==> src/rtl/jtag_shift_engine_pkg.sv <==
// jtag_shift_engine_pkg
// Shared types and constants for the JTAG shift engine.
//   jtag_eng_state_e : engine FSM states
//   TLR_TMS_ONES     : TMS=1 clocks that force any TAP into Test-Logic-Reset
//   TRST_PERIODS     : TCK periods TRST is held low (JTAG_SHIFT_ENGINE_TRST_EN builds)
//   DR/IR_WALK_IN_*  : TMS patterns (bit 0 first) that walk RTI -> Shift-DR/IR
//   walk_in_tms()    : picks one walk-in TMS bit
package jtag_shift_engine_pkg;

    typedef enum logic [2:0] {
        TLR_SEQ,
        IDLE,
        WALK_IN,
        SHIFT,
        WALK_OUT,
        RESP
    } jtag_eng_state_e;

    localparam int TLR_TMS_ONES = 5;
    localparam int TRST_PERIODS = 2;

    // RTI -> Select-DR -> Capture-DR -> Shift-DR
    localparam logic [3:0] DR_WALK_IN_TMS = 4'b0001;
    localparam int         DR_WALK_IN_LEN = 3;

    // RTI -> Select-DR -> Select-IR -> Capture-IR -> Shift-IR
    localparam logic [3:0] IR_WALK_IN_TMS = 4'b0011;
    localparam int         IR_WALK_IN_LEN = 4;

    // Returns the TMS value for walk-in TCK period idx.
    function automatic logic walk_in_tms(input logic is_ir, input logic [1:0] idx);
        logic [3:0] pat;
        pat = is_ir ? IR_WALK_IN_TMS : DR_WALK_IN_TMS;
        return pat[idx];
    endfunction

endpackage

==> src/rtl/jtag_tck_gen.sv <==
// jtag_tck_gen
// Divides the reference clock down to TCK. While en is high a phase counter
// runs 0..DIV-1 and tck toggles each time it wraps; with en low the counter
// is cleared and tck rests low.
// Ports:
//   clk  : reference clock
//   rst  : synchronous active-high reset
//   en   : run TCK
//   tck  : registered TCK
//   rise : high in the ref cycle whose edge takes tck 0->1
//   fall : high in the ref cycle whose edge takes tck 1->0
module jtag_tck_gen #(
    parameter int DIV = 2
) (
    input  logic clk,
    input  logic rst,
    input  logic en,
    output logic tck,
    output logic rise,
    output logic fall
);

    localparam int PH_W = (DIV > 1) ? $clog2(DIV) : 1;

    logic [PH_W-1:0] phase;
    logic            wrap;

    // The strobes announce the edge the next clock will produce, so the
    // engine can move TMS/TDI and sample TDO in lock-step with tck.
    always_comb begin
        wrap = en && (phase == PH_W'(DIV - 1));
        rise = wrap && !tck;
        fall = wrap && tck;
    end

    // Phase counter and TCK register; disabling parks tck low and restarts
    // the phase so the first rise always comes a full half-period later.
    always_ff @(posedge clk) begin
        if (rst) begin
            phase <= '0;
            tck   <= 1'b0;
        end else if (!en) begin
            phase <= '0;
            tck   <= 1'b0;
        end else if (wrap) begin
            phase <= '0;
            tck   <= ~tck;
        end else begin
            phase <= phase + PH_W'(1);
        end
    end

endmodule

==> src/rtl/jtag_shift_engine.sv <==
// jtag_shift_engine
// Turns IR/DR shift commands into complete TAP walks starting and ending in
// Run-Test/Idle, and returns the TDO bits captured during the shift.
// Optional feature macro: JTAG_SHIFT_ENGINE_TRST_EN drives jtag_trst_o low
// for the first TRST_PERIODS TCK periods of the reset sequence; without it
// jtag_trst_o is tied high.
// Ports:
//   ref_clk_i, rst_i        : clock, synchronous active-high reset
//   cmd_valid_i/cmd_ready_o : command handshake
//   cmd_is_ir_i             : 1 = IR shift, 0 = DR shift
//   cmd_len_i               : bits to shift (1..MAX_LEN, else error)
//   cmd_data_i              : TDI bits, bit 0 first
//   rsp_valid_o/rsp_ready_i : response handshake
//   rsp_data_o              : captured TDO, bit 0 first, unused bits 0
//   rsp_err_o               : length error
//   jtag_tck_o/tms_o/tdi_o  : JTAG drive
//   jtag_trst_o             : JTAG reset, active-low
//   jtag_tdo_i              : JTAG data in
module jtag_shift_engine
    import jtag_shift_engine_pkg::*;
#(
    parameter int DIV     = 2,
    parameter int MAX_LEN = 64,
    parameter int LEN_W   = $clog2(MAX_LEN + 1)
) (
    input  logic               ref_clk_i,
    input  logic               rst_i,
    input  logic               cmd_valid_i,
    output logic               cmd_ready_o,
    input  logic               cmd_is_ir_i,
    input  logic [LEN_W-1:0]   cmd_len_i,
    input  logic [MAX_LEN-1:0] cmd_data_i,
    output logic               rsp_valid_o,
    input  logic               rsp_ready_i,
    output logic [MAX_LEN-1:0] rsp_data_o,
    output logic               rsp_err_o,
    output logic               jtag_tck_o,
    output logic               jtag_tms_o,
    output logic               jtag_tdi_o,
    output logic               jtag_trst_o,
    input  logic               jtag_tdo_i
);

    localparam int IDX_W = $clog2(MAX_LEN);

    jtag_eng_state_e    state;
    logic [LEN_W-1:0]   cnt;
    logic [LEN_W-1:0]   len_q;
    logic               is_ir_q;
    logic [MAX_LEN-1:0] data_q;
    logic               cmd_ready;
    logic               rsp_valid;
    logic               rsp_err;
    logic [MAX_LEN-1:0] rsp_data;
    logic               tms;
    logic               tdi;
    logic               tck_en;
    logic               tck;
    logic               rise;
    logic               fall;
    logic               walk_in_last;
    logic               len_bad;

    // TCK only runs while a TAP walk is in progress.
    always_comb begin
        tck_en = (state == TLR_SEQ) || (state == WALK_IN) ||
                 (state == SHIFT) || (state == WALK_OUT);
        walk_in_last = is_ir_q ? (cnt == LEN_W'(IR_WALK_IN_LEN - 1))
                               : (cnt == LEN_W'(DR_WALK_IN_LEN - 1));
        len_bad = (cmd_len_i == '0) || (cmd_len_i > LEN_W'(MAX_LEN));
    end

    jtag_tck_gen #(
        .DIV (DIV)
    ) u_tck_gen (
        .clk  (ref_clk_i),
        .rst  (rst_i),
        .en   (tck_en),
        .tck  (tck),
        .rise (rise),
        .fall (fall)
    );

    // Engine FSM. cnt is the TCK period index inside the current state. On
    // each falling edge the period just finished is retired and TMS/TDI for
    // the next period are presented, so every bit has a full low half-period
    // of setup before the rise that the TAP samples it on. Falling edges at
    // the end of a state hand over to the next state with its first bit
    // already driven.
    always_ff @(posedge ref_clk_i) begin
        if (rst_i) begin
            state     <= TLR_SEQ;
            cnt       <= '0;
            len_q     <= '0;
            is_ir_q   <= 1'b0;
            data_q    <= '0;
            cmd_ready <= 1'b0;
            rsp_valid <= 1'b0;
            rsp_err   <= 1'b0;
            rsp_data  <= '0;
            tms       <= 1'b1;
            tdi       <= 1'b0;
        end else begin
            case (state)
                TLR_SEQ: begin
                    if (fall) begin
                        if (cnt == LEN_W'(TLR_TMS_ONES)) begin
                            state     <= IDLE;
                            cnt       <= '0;
                            tms       <= 1'b0;
                            cmd_ready <= 1'b1;
                        end else begin
                            cnt <= cnt + LEN_W'(1);
                            tms <= (cnt < LEN_W'(TLR_TMS_ONES - 1));
                        end
                    end
                end

                IDLE: begin
                    if (cmd_valid_i && cmd_ready) begin
                        cmd_ready <= 1'b0;
                        rsp_data  <= '0;
                        cnt       <= '0;
                        if (len_bad) begin
                            state   <= RESP;
                            rsp_err <= 1'b1;
                        end else begin
                            state   <= WALK_IN;
                            rsp_err <= 1'b0;
                            is_ir_q <= cmd_is_ir_i;
                            len_q   <= cmd_len_i;
                            data_q  <= cmd_data_i;
                            tms     <= 1'b1;
                        end
                    end
                end

                WALK_IN: begin
                    if (fall) begin
                        if (walk_in_last) begin
                            state  <= SHIFT;
                            cnt    <= '0;
                            tms    <= (len_q == LEN_W'(1));
                            tdi    <= data_q[0];
                            data_q <= data_q >> 1;
                        end else begin
                            cnt <= cnt + LEN_W'(1);
                            tms <= walk_in_tms(is_ir_q, 2'(cnt + LEN_W'(1)));
                        end
                    end
                end

                SHIFT: begin
                    if (rise) begin
                        rsp_data[cnt[IDX_W-1:0]] <= jtag_tdo_i;
                    end
                    if (fall) begin
                        if (cnt == len_q - LEN_W'(1)) begin
                            state <= WALK_OUT;
                            cnt   <= '0;
                            tms   <= 1'b1;
                            tdi   <= 1'b0;
                        end else begin
                            cnt    <= cnt + LEN_W'(1);
                            tms    <= (cnt + LEN_W'(2) == len_q);
                            tdi    <= data_q[0];
                            data_q <= data_q >> 1;
                        end
                    end
                end

                WALK_OUT: begin
                    if (fall) begin
                        tms <= 1'b0;
                        if (cnt == LEN_W'(1)) begin
                            state <= RESP;
                            cnt   <= '0;
                        end else begin
                            cnt <= cnt + LEN_W'(1);
                        end
                    end
                end

                RESP: begin
                    if (rsp_valid && rsp_ready_i) begin
                        state     <= IDLE;
                        rsp_valid <= 1'b0;
                        cmd_ready <= 1'b1;
                    end else begin
                        rsp_valid <= 1'b1;
                    end
                end

                default: begin
                    state <= TLR_SEQ;
                    cnt   <= '0;
                    tms   <= 1'b1;
                end
            endcase
        end
    end

`ifdef JTAG_SHIFT_ENGINE_TRST_EN
    logic trst;

    // TRST is pulsed low across the opening TCK periods of every reset
    // sequence and released on the falling edge that ends the window.
    always_ff @(posedge ref_clk_i) begin
        if (rst_i) begin
            trst <= 1'b1;
        end else if ((state == TLR_SEQ) && (cnt < LEN_W'(TRST_PERIODS)) &&
                     !(fall && (cnt == LEN_W'(TRST_PERIODS - 1)))) begin
            trst <= 1'b0;
        end else begin
            trst <= 1'b1;
        end
    end

    assign jtag_trst_o = trst;
`else
    assign jtag_trst_o = 1'b1;
`endif

    assign cmd_ready_o = cmd_ready;
    assign rsp_valid_o = rsp_valid;
    assign rsp_data_o  = rsp_data;
    assign rsp_err_o   = rsp_err;
    assign jtag_tck_o  = tck;
    assign jtag_tms_o  = tms;
    assign jtag_tdi_o  = tdi;

endmodule

==> config.mk <==
export PLATFORM = sky130hd
export DESIGN_NAME = jtag_shift_engine
export DESIGN_NICKNAME = d
export VERILOG_FILES = /design/src/rtl/jtag_shift_engine_pkg.sv /design/src/rtl/jtag_tck_gen.sv /design/src/rtl/jtag_shift_engine.sv
export SDC_FILE = /design/constraint.sdc
export NUM_CORES = 1
export LEC_CHECK = 0
export ABC_AREA = 1
export CAP_MARGIN = 15
export CORE_MARGIN = 2
export CORE_UTILIZATION = 54
export CTS_CLUSTER_DIAMETER = 30
export DETAILED_ROUTE_END_ITERATION = 6
export PLACE_DENSITY_LB_ADDON = 0.08
export SYNTH_ARGS = -nofsm -noshare
export SYNTH_HDL_FRONTEND = slang
export SYNTH_HIERARCHICAL = 1
export SYNTH_SLANG_ARGS = --single-unit
==> constraint.sdc <==
create_clock -name ref_clk_i -period 2.3 [get_ports ref_clk_i]
set_input_delay 0.46 -clock ref_clk_i [delete_from_list [all_inputs] [get_ports ref_clk_i]]
set_output_delay 0.46 -clock ref_clk_i [all_outputs]
set_load 0.05 [all_outputs]
# ---- Word-level counts from Yosys, hierarchy flattened
# Cells that the tools add are included.
dict set report word_totals {
  ff_bits 153
  latch_bits 0
  ramBits 0
  rom_bits 0
  in_bits 77
  out_inout_bits 71
  wordCells 140
  n_memories 0
}
dict set report classes {
  n_addsub 4
  multipliers 0
  n_div 0
  order_cmp 5
  eq_ne 25
  n_shift 0
  n_mux 61
  bitwise 4
  n_reduce_logical 28
}
# op count
set op_table {}
lappend op_table {{two-way mux 64 bit} 8}
lappend op_table {{one-hot mux 64 bit (3 select lines)} 1}
lappend op_table {{one-hot mux 64 bit (2 select lines)} 1}
lappend op_table {{bitwise mux 64 bit} 1}
lappend op_table {{two-way mux 7 bit} 9}
lappend op_table {{one-hot mux 7 bit (6 select lines)} 1}
lappend op_table {{two-way mux 3 bit} 11}
lappend op_table {{two-way mux 1 bit} 22}
lappend op_table {{inequality test 2 bit, second input constant} 10}
lappend op_table {{one-hot mux 3 bit (6 select lines)} 1}
lappend op_table {{equality test 7 x 1 -> 1 bit, second input constant} 2}
lappend op_table {{equality test 7 x 2 -> 1 bit, second input constant} 2}
lappend op_table {{equality test 7 bit} 2}
lappend op_table {{AND reduction 7 bit} 2}
lappend op_table {{AND reduction 10 bit} 1}
lappend op_table {{adder 7 x 1 -> 7 bit, second input constant} 1}
lappend op_table {{adder 7 x 2 -> 7 bit, second input constant} 1}
lappend op_table {{equality test 7 x 3 -> 1 bit, second input constant} 1}
lappend op_table {{> comparator 7 bit, second input constant} 1}
lappend op_table {{zero test 7 bit} 1}
lappend op_table {{less-than comparator 6 x 7 -> 1 bit, second input constant} 1}
lappend op_table {{less-than comparator 7 x 3 -> 1 bit, second input constant} 1}
lappend op_table {{subtractor 7 x 1 -> 7 bit, second input constant} 1}
lappend op_table {{demux 1 bit (select 6 bit)} 1}
lappend op_table {{other kinds (26)} 44}

# ---- Logic depth before layout (Yosys ltp)
dict set report logic_depth {
  word_depth 8
  ltp_mapped 14
  mapped_depth_nobuf 14
}

# ---- By module
# Netlist, hierarchy kept.
# mod instances cells_each area_per_inst_um2
set modules_own_cells {}
lappend modules_own_cells {jtag_shift_engine 1 1217 8410.6}
lappend modules_own_cells {jtag_tck_gen 1 13 90.1}

# ---- Worst setup path after synthesis
# No wires, ideal clock.
dict set report synth_path {
  path_type {register -> register}
  start {reg state[2]}
  end {reg data_q[10]}
  setup_ns 0.143
  arrival_ns 1.902
  path_slack_ns 0.255
  path_stages_with_launch 14
  n_path_buf 2
  synth_period_minus_slack_ns 2.045
  cell_sequence {dfxtp_1 inv_2 nand2_2 inv_2 nor2_4 inv_1 nand2_1 nor2_4 o21ai_0 nor2_4 buf_12 buf_12 nand3_2 a21oi_2}
}
dict set report synth_via {
  elab_chain_len 8
  word_cells_on_any_way 19
  cone_classes {10 x eq/ne; 1 x mux; 8 x reduce/logical}
}
# item line
set synth_rtl {}
lappend synth_rtl {{start: declaration} jtag_shift_engine.sv:46} ;# jtag_eng_state_e state;
lappend synth_rtl {{start signal: assignment} jtag_shift_engine.sv:92} ;# state <= TLR_SEQ;
lappend synth_rtl {{start signal: assignment} jtag_shift_engine.sv:108} ;# state <= IDLE;
lappend synth_rtl {{start signal: assignment} jtag_shift_engine.sv:125} ;# state <= RESP;
lappend synth_rtl {{equality test 3 x 2 -> 1 bit / zero test 3 bit (equally long branches)} jtag_shift_engine.sv:66} ;# tck_en = (state == TLR_SEQ) || (state == WALK_IN) ||
lappend synth_rtl {{logical OR 1 bit (2 in a row)} jtag_shift_engine.sv:66}
lappend synth_rtl {{logical OR 1 bit (*)} jtag_shift_engine.sv:67} ;# (state == SHIFT) || (state == WALK_OUT);
lappend synth_rtl {{via tck_en} jtag_shift_engine.sv:57} ;# logic tck_en;
lappend synth_rtl {{logical AND 1 bit (*)} jtag_tck_gen.sv:31} ;# wrap = en && (phase == PH_W'(DIV - 1));
lappend synth_rtl {{logical AND 1 bit (*)} jtag_tck_gen.sv:33} ;# fall = wrap && tck;
lappend synth_rtl {{via fall} jtag_shift_engine.sv:60} ;# logic fall;
lappend synth_rtl {{inequality test 2 bit (no source line)} -}
lappend synth_rtl {{AND reduction 7 bit (no source line) (*)} -}
lappend synth_rtl {{end signal: assignment} jtag_shift_engine.sv:132} ;# data_q <= cmd_data_i;
lappend synth_rtl {{end signal: assignment} jtag_shift_engine.sv:145} ;# data_q <= data_q >> 1;
lappend synth_rtl {{end signal: assignment} jtag_shift_engine.sv:167} ;# data_q <= data_q >> 1;
lappend synth_rtl {{end: declaration} jtag_shift_engine.sv:50} ;# logic [MAX_LEN-1:0] data_q;
# Mark *: on every way through the listed nets, which the timed path passes. The rest lies on a longest branch.
# A chain may end at the register's enable or synchronous reset.

# ---- Worst setup path in the final report
dict set report layout_path {
  start {reg rsp_data[55], in the netlist rsp_data_o[55]}
  end {out rsp_data_o[55]}
}
# item line
set layout_lines {}
lappend layout_lines {{start: declaration} jtag_shift_engine.sv:54} ;# logic [MAX_LEN-1:0] rsp_data;
lappend layout_lines {{start signal: indexed assignment} jtag_shift_engine.sv:155} ;# rsp_data[cnt[IDX_W-1:0]] <= jtag_tdo_i;
lappend layout_lines {{end: declaration} jtag_shift_engine.sv:35} ;# output logic [MAX_LEN-1:0] rsp_data_o,
# No word-level cell between the ends.

==> reports/results.ini <==
[worst_setup_path]
max_stage_delay_ns = 0.83
path_cells = clkdlybuf4s50_1
critPathKind = reg -> out
endpoint_kind = primary output
path_delay_family = buffers and inverters
required_ns = 1.84
cp_slowest_cell = clkdlybuf4s50_1
arrival_ns = 1.64
path_buf_inv = 1
cp_max_fo = 2
start_kind = flop

[place]
portBuffers = 146
gp_congestion = 0.879
hpwl_um = 14600

[timing]
fmax_ghz = 0.476
post-route-period-util = 0.914
slew_viol_final = 0
finalWorstPathRequiredPeriod_ns = 2.10
hold_violations = 0
fin_setup_tns_ns = 0
fin_skew_ns = 0.00937
slew_headroom = 0.565
setup_viol = 0
rsz0062_at_grt = no
worstMarginPinSlew_ns = 0.653

[layout]
synthToLayoutAreaGrowth_pct = 26.5
fillers = 1364
layout-drive-gt1-share = 0.157
num_antenna_cells = 0
nets = 1441
multi_input_area_um2 = 4810
final-seq-area_um2 = 3060

[grt]
grt_pass1_wl_um = 35700
antenna_found_initial = 0
grt_overflow = 0
grt_pass1_vias = 7443
grtUsageTotal = 0.261
grt_max_degree = 97

[synth]
synthTopCellsByArea = dfxtp_1 36%, nand2_1 21%, nand3_2 7.2%
synth_edf_count = 0
synth_nets = 1316
synth-seq-cells = 153
ys_warn_count = 6
synthCells = 1230
async_flop_share = 0
synth_top_area_share = 0.360
syn_avg_cell_area_um2 = 6.91
synth_commonest_cells = 480 x nand2_1, 153 x dfxtp_1, 107 x nor2_1, 90 x a21oi_1, 65 x o21ai_0
ys.flop_type = dfxtp_1
synth_area_leader_cell = dfxtp_1
netlist_area_um2 = 8500
yosysMostFrequentCell = nand2_1
yosysSeqAreaShare = 0.360
synth_cell_type_count = 39

[routing]
wl_per_cell_um = 13.8
ant_nets = 0
drt_first_pass_iters = 5
routed_wl_um = 21800
drt_iter0_markers = 612
drc = 0
via_per_inst = 5.30
route.vias.total = 8376

[job]
drv_cap = 0

[die]
die_h_um = 129
boundaryPins = 148
start_util = 0.555
design.die.area_um2 = 16800
core-area_um2 = 15300
die_w_um = 129
rows = 45

[clock_tree]
cts_num_sinks = 153
cts_tree = done
cts-hold-fix-buffers = 0
cts_made_buffers = 17
htreeDepth = 4
cts_root_buf = clkbuf_16
clk_latency_ns = 0.43
ctsLongestPathBuffers = 2
path_clk_slew_ns = 0.06

[power_and_ir_drop]
p_leak_nw = 3.88
power_w = 0.00589
irDropWorstVdd_uv = 552
power_density_nw_per_um2 = 547

[min_path]
hold_class = in -> reg

[outcome]
status = finished clean

==> layout by cell type (no fill, tap or decap), types with 2 or more instances in the layout <==
cell	count
nand2_1	480
dfxtp_1	153
clkdlybuf4s50_1	145
nor2_1	106
a21oi_1	90
o21ai_0	64
nand3_2	61
a21oi_2	60
inv_1	32
nand3_1	24
buf_4	23
o21ai_1	17
clkbuf_16	17
inv_2	13
buf_12	11
ha_1	9
nor3_1	8
nor2_4	5
clkinv_2	5
nand4_1	4
nand2_2	3
a31oi_1	3
xnor2_1	3
xor2_1	3
clkbuf_1	3
bufinv_16	3
clkinv_4	3
nor2_2	2
nand2_4	2
nor3b_1	2
nand3b_1	2
clkinvlp_4	2
==> flip-flops by register name, summed over array words and instances, names as in the netlist, 3 cells and up <==
name        count
cnt             7
state           3
rsp_data_o     64
len_q           7
data_q         64
==> kinds of logic (layout without fill, tap and decap cells) <==
family / count (synthesis) / after routing / share of synthesized area
AOI/OAI and AO/OA: 238 / 238 / 0.169
xor gates and xnor gates: 6 / 6 / 0.00618
adders and majority gates: 9 / 9 / 0.0132
buffers and inverters: 120 / 258 / 0.0761
DFF: 153 / 153 / 0.360
other: 1 / 1 / 0.000441
and+or+nand+nor: 703 / 703 / 0.375
==> stage by stage <==
stage	instances	worst slack [ns]	instance area [um^2]	hold slack, ns	utilization
after floorplan	1230	0.255	8500	0.421	-
after global placement	1545	0.0983	10100	0.434	0.662
after detailed placement	1545	0.0403	10100	0.443	0.662
after CTS	1577	0.0356	10700	0.404	0.701
after global routing	1579	0.0441	10800	0.421	0.702
final	1579	0.197	10800	0.410	0.702
==> worst paths after layout <==
| path | from | endpoint | slack [ns] | cells past startpoint |
|---|---|---|---|---|
| worst max-delay path | rsp_data_o[55] | rsp_data_o[55] | 0.20 | 1 |
| worst min-delay path | rst_i | rsp_data_o[8] | 0.41 | 2 |
| worst max register to register | state[2] | rsp_data_o[29] | 0.23 | 14 |
| worst min register to register | rsp_data_o[27] | rsp_data_o[27] | 0.46 | 2 |
==> area by class of cell <==
| cell class | count | share of cell area |
|---|---|---|
| clock buffers | 20 | 0.0406 |
| clock inverters | 12 | 0.0141 |
| inverters | 46 | 0.0162 |
| multi-input cells | 957 | 0.447 |
| flip-flops and latches | 153 | 0.285 |
| well taps | 211 | 0.0245 |
| repair buffers | 180 | 0.173 |
==> metal layers <==
metal | vias up | share of wire | track usage
met2 | 299 | 0.47 | 0.435
met1 | 3813 | 0.45 | 0.352
met4 | 0 | 0.016 | 0.0772
met5 | - | 0 | 0
met3 | 34 | 0.061 | 0.0372
li1 | 4230 | - | -
==> repair_timing <==
action / 4_1_cts / 5_1_grt
setup buffers: 0 / 2
gates resized for setup: 0 / 3
setup endpoints to repair: 0 / 89
==> report_power, final <==
group	total, W	internal, W	switching, W
Sequential	0.00267	0.00266	0.00000832
Clock	0.00283	0.00170	0.00113
Combinational	0.000386	0.000180	0.000206
Power figures use the tool's default switching activity.
==> patch 1 (same flow settings) <==
`DIV` is set to 2 in 2 places; all go to 4.
--- a/src/rtl/jtag_tck_gen.sv
+++ b/src/rtl/jtag_tck_gen.sv
@@ -10,7 +10,7 @@
 //   rise : high in the ref cycle whose edge takes tck 0->1
 //   fall : high in the ref cycle whose edge takes tck 1->0
 module jtag_tck_gen #(
-    parameter int DIV = 2
+    parameter int DIV = 4
 ) (
     input  logic clk,
     input  logic rst,
--- a/src/rtl/jtag_shift_engine.sv
+++ b/src/rtl/jtag_shift_engine.sv
@@ -19,7 +19,7 @@
 module jtag_shift_engine
     import jtag_shift_engine_pkg::*;
 #(
-    parameter int DIV     = 2,
+    parameter int DIV     = 4,
     parameter int MAX_LEN = 64,
     parameter int LEN_W   = $clog2(MAX_LEN + 1)
 ) (
Behaviour: not the same (a bounded check fails within 4 cycles, from zero or initial values and one cycle with rst_i high).
==> patch 1 against the unedited design <==
  * Area after synthesis rose by 0.44%
  * Sequential cell count rose by 1
  * Critical path depth rose by 10
  * Core utilization rose by 0.23 points
  * Non-clock buffer count rose by 5
  * Routed wire length rose by 2.4%
  * Power fell by 5.1%
  * Worst setup slack got worse by 0.029 ns
  * Final area rose by 0.33%
  * Register-to-register slack got worse by 0.06 ns
  * Global-route usage rose by 1.0 points
  * Critical path type is now reg -> reg
  * Critical endpoint is now rsp_data_o[28]$_SDFFE_PP0P_
  * Highest routed layer unchanged
==> patch 1: results (changes against the unedited design) <==
<table>
<tr><th>Metric</th><th>Value</th></tr>
<tr><th colspan="2">Layout</th></tr>
<tr><td>Count of placed standard cells in the final layout, fillers left out</td><td>1589 (was 1579)</td></tr>
<tr><td>Fraction of layout cells with a size suffix above 1</td><td>0.162 (was 0.157)</td></tr>
<tr><td>Net count, final</td><td>1452 (was 1441)</td></tr>
<tr><th colspan="2">Route</th></tr>
<tr><td>Wire per inst</td><td>14.0 um (was 13.8 um)</td></tr>
<tr><td>Via Count</td><td>8405 (was 8376)</td></tr>
<tr><th colspan="2">Timing</th></tr>
<tr><td>Worst rel slew slack</td><td>0.560 (was 0.565)</td></tr>
<tr><td>Worst hold slack after final layout</td><td>0.276 ns (was 0.410 ns)</td></tr>
<tr><td>Clock Skew</td><td>0.00681 ns (was 0.00937 ns)</td></tr>
<tr><th colspan="2">Place</th></tr>
<tr><td>HPWL after DPL</td><td>14.9 mm (was 14.6 mm)</td></tr>
<tr><td>Final GP Congestion</td><td>0.905 (was 0.879)</td></tr>
<tr><th colspan="2">Critical path</th></tr>
<tr><td>CP arrival</td><td>2.48 ns (was 1.64 ns)</td></tr>
<tr><th colspan="2">Synthesis</th></tr>
<tr><td>Most common library cells after synthesis</td><td>481 x sky130_fd_sc_hd__nand2_1, 154 x sky130_fd_sc_hd__dfxtp_1, 109 x sky130_fd_sc_hd__nor2_1 (was 480 x sky130_fd_sc_hd__nand2_1, 153 x sky130_fd_sc_hd__dfxtp_1, 107 x sky130_fd_sc_hd__nor2_1)</td></tr>
<tr><td>Register area share after synthesis</td><td>0.361 (was 0.360)</td></tr>
<tr><td>Cell types occupying the most area after synthesis</td><td>sky130_fd_sc_hd__dfxtp_1 36%, sky130_fd_sc_hd__nand2_1 21%, sky130_fd_sc_hd__nand3_2 7.2% (unchanged)</td></tr>
<tr><td>Synthesized netlist net count</td><td>1322 (was 1316)</td></tr>
<tr><th colspan="2">Pwr</th></tr>
<tr><td>Worst VDD drop</td><td>0.535 mV (was 0.552 mV)</td></tr>
<tr><th colspan="2">GRT</th></tr>
<tr><td>Largest net degree at the start of global routing</td><td>70 (was 97)</td></tr>
<tr><td>Global-route usage over all layers</td><td>0.271 (was 0.261)</td></tr>
<tr><th colspan="2">Outcome</th></tr>
<tr><td>Status</td><td>finished, final reports clean (unchanged)</td></tr>
<tr><th colspan="2">Worst hold path</th></tr>
<tr><td>Hold Crit Endpoint</td><td>data_q[2]$_SDFFE_PP0P_ (was rsp_data_o[8]$_SDFFE_PP0P_)</td></tr>
</table>
[patch 1: stage by stage]
| stage | setup slack [ns] | area (um2) |
|---|---|---|
| 6_report | 0.168 | 10800 |
| 5_1_grt | 0.0182 | 10800 |
| 4_1_cts | 0.181 | 10800 |
| 3_5_place_dp | -0.0451 | 10200 |
| 3_3_place_gp | -0.0149 | 10200 |
| 2_1_floorplan | 0.174 | 8540 |
[patch 1: layout make-up]
class / count / area (um2)
Timing Repair Buffer: 185 / 1900
Inverter: 47 / 178
Clock inverter: 15 / 121
Multi-Input combinational cell: 960 / 4820
Tap cell: 211 / 264
Fill cell: 1299 / 4530
Clock buffer: 17 / 425
Sequential cell: 154 / 3080
[patch 1: metal layers]
metal | vias up | GRT usage
met5 | - | 0
met4 | 0 | 0.0829
met3 | 29 | 0.0467
met2 | 289 | 0.416
met1 | 3831 | 0.391
li1 | 4256 | -
[patch 1: worst max path at each step]
| stage | start | end | depth (start not counted) |
|---|---|---|---|
| after floorplan | state[1]$_SDFFE_PP0P_ | data_q[40]$_SDFFE_PP0P_ | 13 |
| after global placement | cmd_valid_i | data_q[63]$_SDFFE_PP0P_ | 11 |
| after detailed placement | cmd_valid_i | data_q[3]$_SDFFE_PP0P_ | 10 |
| after CTS | len_q[1]$_SDFFE_PP0P_ | data_q[49]$_SDFFE_PP0P_ | 12 |
| after global routing | state[2]$_SDFFE_PP0P_ | data_q[63]$_SDFFE_PP0P_ | 13 |
| final | state[2]$_SDFFE_PP0P_ | rsp_data_o[28]$_SDFFE_PP0P_ | 11 |
[patch 1: worst max-delay path: stages (launching register included)]
cell	delay, ns
sky130_fd_sc_hd__dfxtp_1	0.36
sky130_fd_sc_hd__inv_2	0.14
sky130_fd_sc_hd__nand2_2	0.07
sky130_fd_sc_hd__buf_4	0.23
sky130_fd_sc_hd__nor2_4	0.23
sky130_fd_sc_hd__nand2_1	0.08
sky130_fd_sc_hd__nand2_1	0.17
sky130_fd_sc_hd__nand3_1	0.15
sky130_fd_sc_hd__inv_2	0.12
sky130_fd_sc_hd__buf_12	0.23
sky130_fd_sc_hd__nand2_1	0.10
sky130_fd_sc_hd__a21oi_1	0.15
[patch 1: power groups by stage]
stage | registers [uW] | clock network (uW) | logic [uW]
2_1_floorplan | 2740 | 0 | 136
3_3_place_gp | 2740 | 0 | 308
3_5_place_dp | 2740 | 0 | 310
4_1_cts | 2680 | 2630 | 311
5_1_grt | 2680 | 2750 | 342
6_report | 2680 | 2600 | 311
[patch 1: logic make-up (layout without fill, tap and decap cells)]
family,after synthesis,count (layout),synth area share
AOI/OAI and AO/OA,238,238,0.168
adders and majority gates,10,10,0.0147
other,1,1,0.000439
and+or+nand+nor,705,705,0.374
buffers and inverters,121,264,0.0762
xor gates and xnor gates,6,6,0.00616
DFF,154,154,0.361
==> patch 2 (same settings) <==
Without the edit above. Encoding of `jtag_eng_state_e`: now one-hot (6 bits for 6 states).
--- a/src/rtl/jtag_shift_engine_pkg.sv
+++ b/src/rtl/jtag_shift_engine_pkg.sv
@@ -7,13 +7,13 @@
 //   walk_in_tms()    : picks one walk-in TMS bit
 package jtag_shift_engine_pkg;
 
-    typedef enum logic [2:0] {
-        TLR_SEQ,
-        IDLE,
-        WALK_IN,
-        SHIFT,
-        WALK_OUT,
-        RESP
+    typedef enum logic [5:0] {
+        TLR_SEQ  = 6'b000001,
+        IDLE     = 6'b000010,
+        WALK_IN  = 6'b000100,
+        SHIFT    = 6'b001000,
+        WALK_OUT = 6'b010000,
+        RESP     = 6'b100000
     } jtag_eng_state_e;
 
     localparam int TLR_TMS_ONES = 5;
Check against the original RTL: no difference found for any inputs over 4 cycles, from zero or initial values and one cycle with rst_i high; so few cycles prove little.
==> patch 2 against the unedited design <==
  * Power rose by 2.2%
  * Final area rose by 0.16%
  * Global-route usage rose by 1.1 points
  * Register-to-register slack got worse by 0.06 ns
  * Synthesized cell count rose by 0.33%
  * Sequential share of layout area rose by 0.52 points
  * Area after synthesis barely moved
  * Routed wire length rose by 3.5%
  * Worst setup slack got worse by 0.025 ns
  * Combinational power fell by 17%
  * Sequential cell count rose by 3
  * Critical endpoint is now data_q[55]$_SDFFE_PP0P_
  * Highest routed layer unchanged
==> patch 2: results (changes against the unedited design) <==
<table>
<tr><th>Metric</th><th>Value</th></tr>
<tr><th colspan="2">Layout</th></tr>
<tr><td>Layout overhead on the synthesized area</td><td>26.7% (was 26.5%)</td></tr>
<tr><td>Number of fillers in the final layout</td><td>1337 (was 1364)</td></tr>
<tr><td>Fraction of layout cells with a size suffix above 1</td><td>0.159 (was 0.157)</td></tr>
<tr><th colspan="2">Synthesis</th></tr>
<tr><td>Portion of synthesized cell area occupied by the leading cell type</td><td>0.367 (was 0.360)</td></tr>
<tr><td>Cell types occupying the most area after synthesis</td><td>sky130_fd_sc_hd__dfxtp_1 37%, sky130_fd_sc_hd__nand2_1 16%, sky130_fd_sc_hd__nor2_1 7.2% (was sky130_fd_sc_hd__dfxtp_1 36%, sky130_fd_sc_hd__nand2_1 21%, sky130_fd_sc_hd__nand3_2 7.2%)</td></tr>
<tr><td>Most common library cells after synthesis</td><td>352 x sky130_fd_sc_hd__nand2_1, 163 x sky130_fd_sc_hd__nor2_1, 156 x sky130_fd_sc_hd__dfxtp_1 (was 480 x sky130_fd_sc_hd__nand2_1, 153 x sky130_fd_sc_hd__dfxtp_1, 107 x sky130_fd_sc_hd__nor2_1)</td></tr>
<tr><td>Register area share after synthesis</td><td>0.367 (was 0.360)</td></tr>
<tr><td>Synthesized netlist net count</td><td>1320 (was 1316)</td></tr>
<tr><th colspan="2">Outcome</th></tr>
<tr><td>Status</td><td>finished, final reports clean (unchanged)</td></tr>
<tr><th colspan="2">Place</th></tr>
<tr><td>Final GP Congestion</td><td>0.843 (was 0.879)</td></tr>
<tr><td>HPWL after DPL</td><td>14.3 mm (was 14.6 mm)</td></tr>
<tr><td>Number of placed cells counting well taps</td><td>1543 (was 1545)</td></tr>
<tr><td>Placed inst area</td><td>10100 um2 (about the same)</td></tr>
<tr><th colspan="2">Critical path</th></tr>
<tr><td>Reg2Reg Depth</td><td>13 (was 14)</td></tr>
<tr><td>Worst Path Max Fanout</td><td>19 (was 2)</td></tr>
<tr><td>CP arrival</td><td>2.42 ns (was 1.64 ns)</td></tr>
<tr><td>Max stage delay cell, worst path</td><td>sky130_fd_sc_hd__dfxtp_1 (was sky130_fd_sc_hd__clkdlybuf4s50_1)</td></tr>
<tr><th colspan="2">GRT</th></tr>
<tr><td>Number of global-route vias before repair</td><td>7540 (was 7443)</td></tr>
<tr><td>Global-route usage over all layers</td><td>0.271 (was 0.261)</td></tr>
<tr><th colspan="2">Route</th></tr>
<tr><td>Wire per inst</td><td>14.3 um (was 13.8 um)</td></tr>
<tr><td>Router iterations before antenna repair</td><td>6 (was 5)</td></tr>
<tr><td>Vias per inst</td><td>5.33 (was 5.30)</td></tr>
<tr><th colspan="2">Timing</th></tr>
<tr><td>Clock Skew</td><td>0.0107 ns (was 0.00937 ns)</td></tr>
<tr><td>Worst Max-Slew Pin Slew</td><td>0.582 ns (was 0.653 ns)</td></tr>
<tr><th colspan="2">Pwr</th></tr>
<tr><td>NetSw</td><td>1380 uW (was 1350 uW)</td></tr>
</table>
==> patch 2: cell types whose count changed after synthesis, sizes merged, moves of 4 or more <==
cell	change
xor2	+4
nand4	+7
nand2	-68
nor2	+61
buf	+5
nor3	-6
==> patch 2: power by group through the flow <==
stage	Combinational [uW]	Sequential, uW	Clock (uW)
after floorplan	131	2780	0
after global placement	316	2770	0
after detailed placement	316	2770	0
after CTS	318	2710	3030
after global routing	350	2710	3150
final	320	2710	2980
==> patch 2: per-layer routing <==
metal	share of wire	vias up	GRT usage	wire (um)
met5	0	-	0	0
met4	0.010	0	0.0696	232
met3	0.066	24	0.0615	1480
met2	0.48	286	0.431	10800
met1	0.44	3865	0.375	9970
li1	-	4233	-	-
==> patch 2: area by class of cell <==
type / instances / share of cell area
Sequential cell: 156 / 0.290
Tap cell: 211 / 0.0245
Multi-Input combinational cell: 954 / 0.438
Clock buffer: 18 / 0.0408
Timing Repair Buffer: 178 / 0.174
Inverter: 47 / 0.0164
Clock inverter: 14 / 0.0170
==> patch 2: kinds of logic after synthesis <==
| group | count (synthesis) | synth area share |
|---|---|---|
| AO/OA/AOI/OAI | 238 | 0.169 |
| XOR/XNOR | 10 | 0.0103 |
| adder cells (fa/ha/maj) | 9 | 0.0132 |
| buffers and inverters | 124 | 0.0819 |
| flip-flops | 156 | 0.367 |
| other | 1 | 0.000441 |
| AND/OR/NAND/NOR | 696 | 0.358 |
==> patch 2: repair_timing <==
action | CTS | global route
setup endpoints to repair | 0 | 120
setup buffers | 0 | 2
gates resized for setup | 0 | 8
==> patch 2: worst paths after layout <==
check | start | end | slack, ns
worst max-delay path | state[1]$_SDFFE_PP0P_ | data_q[55]$_SDFFE_PP0P_ | 0.17
worst min-delay path | rst_i | state[2]$_SDFFE_PP0P_ | 0.44
worst max register to register | state[1]$_SDFFE_PP0P_ | data_q[55]$_SDFFE_PP0P_ | 0.17
worst min register to register | u_tck_gen/phase$_SDFF_PP0_ | u_tck_gen/phase$_SDFF_PP0_ | 0.45
==> patch 2: through the flow <==
stage	hold WS, ns	worst slack, ns
floorplan	0.421	0.267
CTS	0.425	0.120
global route	0.442	0.0000326
detailed placement	0.444	0.108
global placement	0.433	0.144
finish	0.440	0.172
==> patch 2: worst register-to-register path, delay by kind of cell, from the launching register on <==
family | cells | cell delay (ns)
buf+inv | 2 | 0.31
compound gates | 1 | 0.06
simple gates | 10 | 1.27
flops | 1 | 0.35
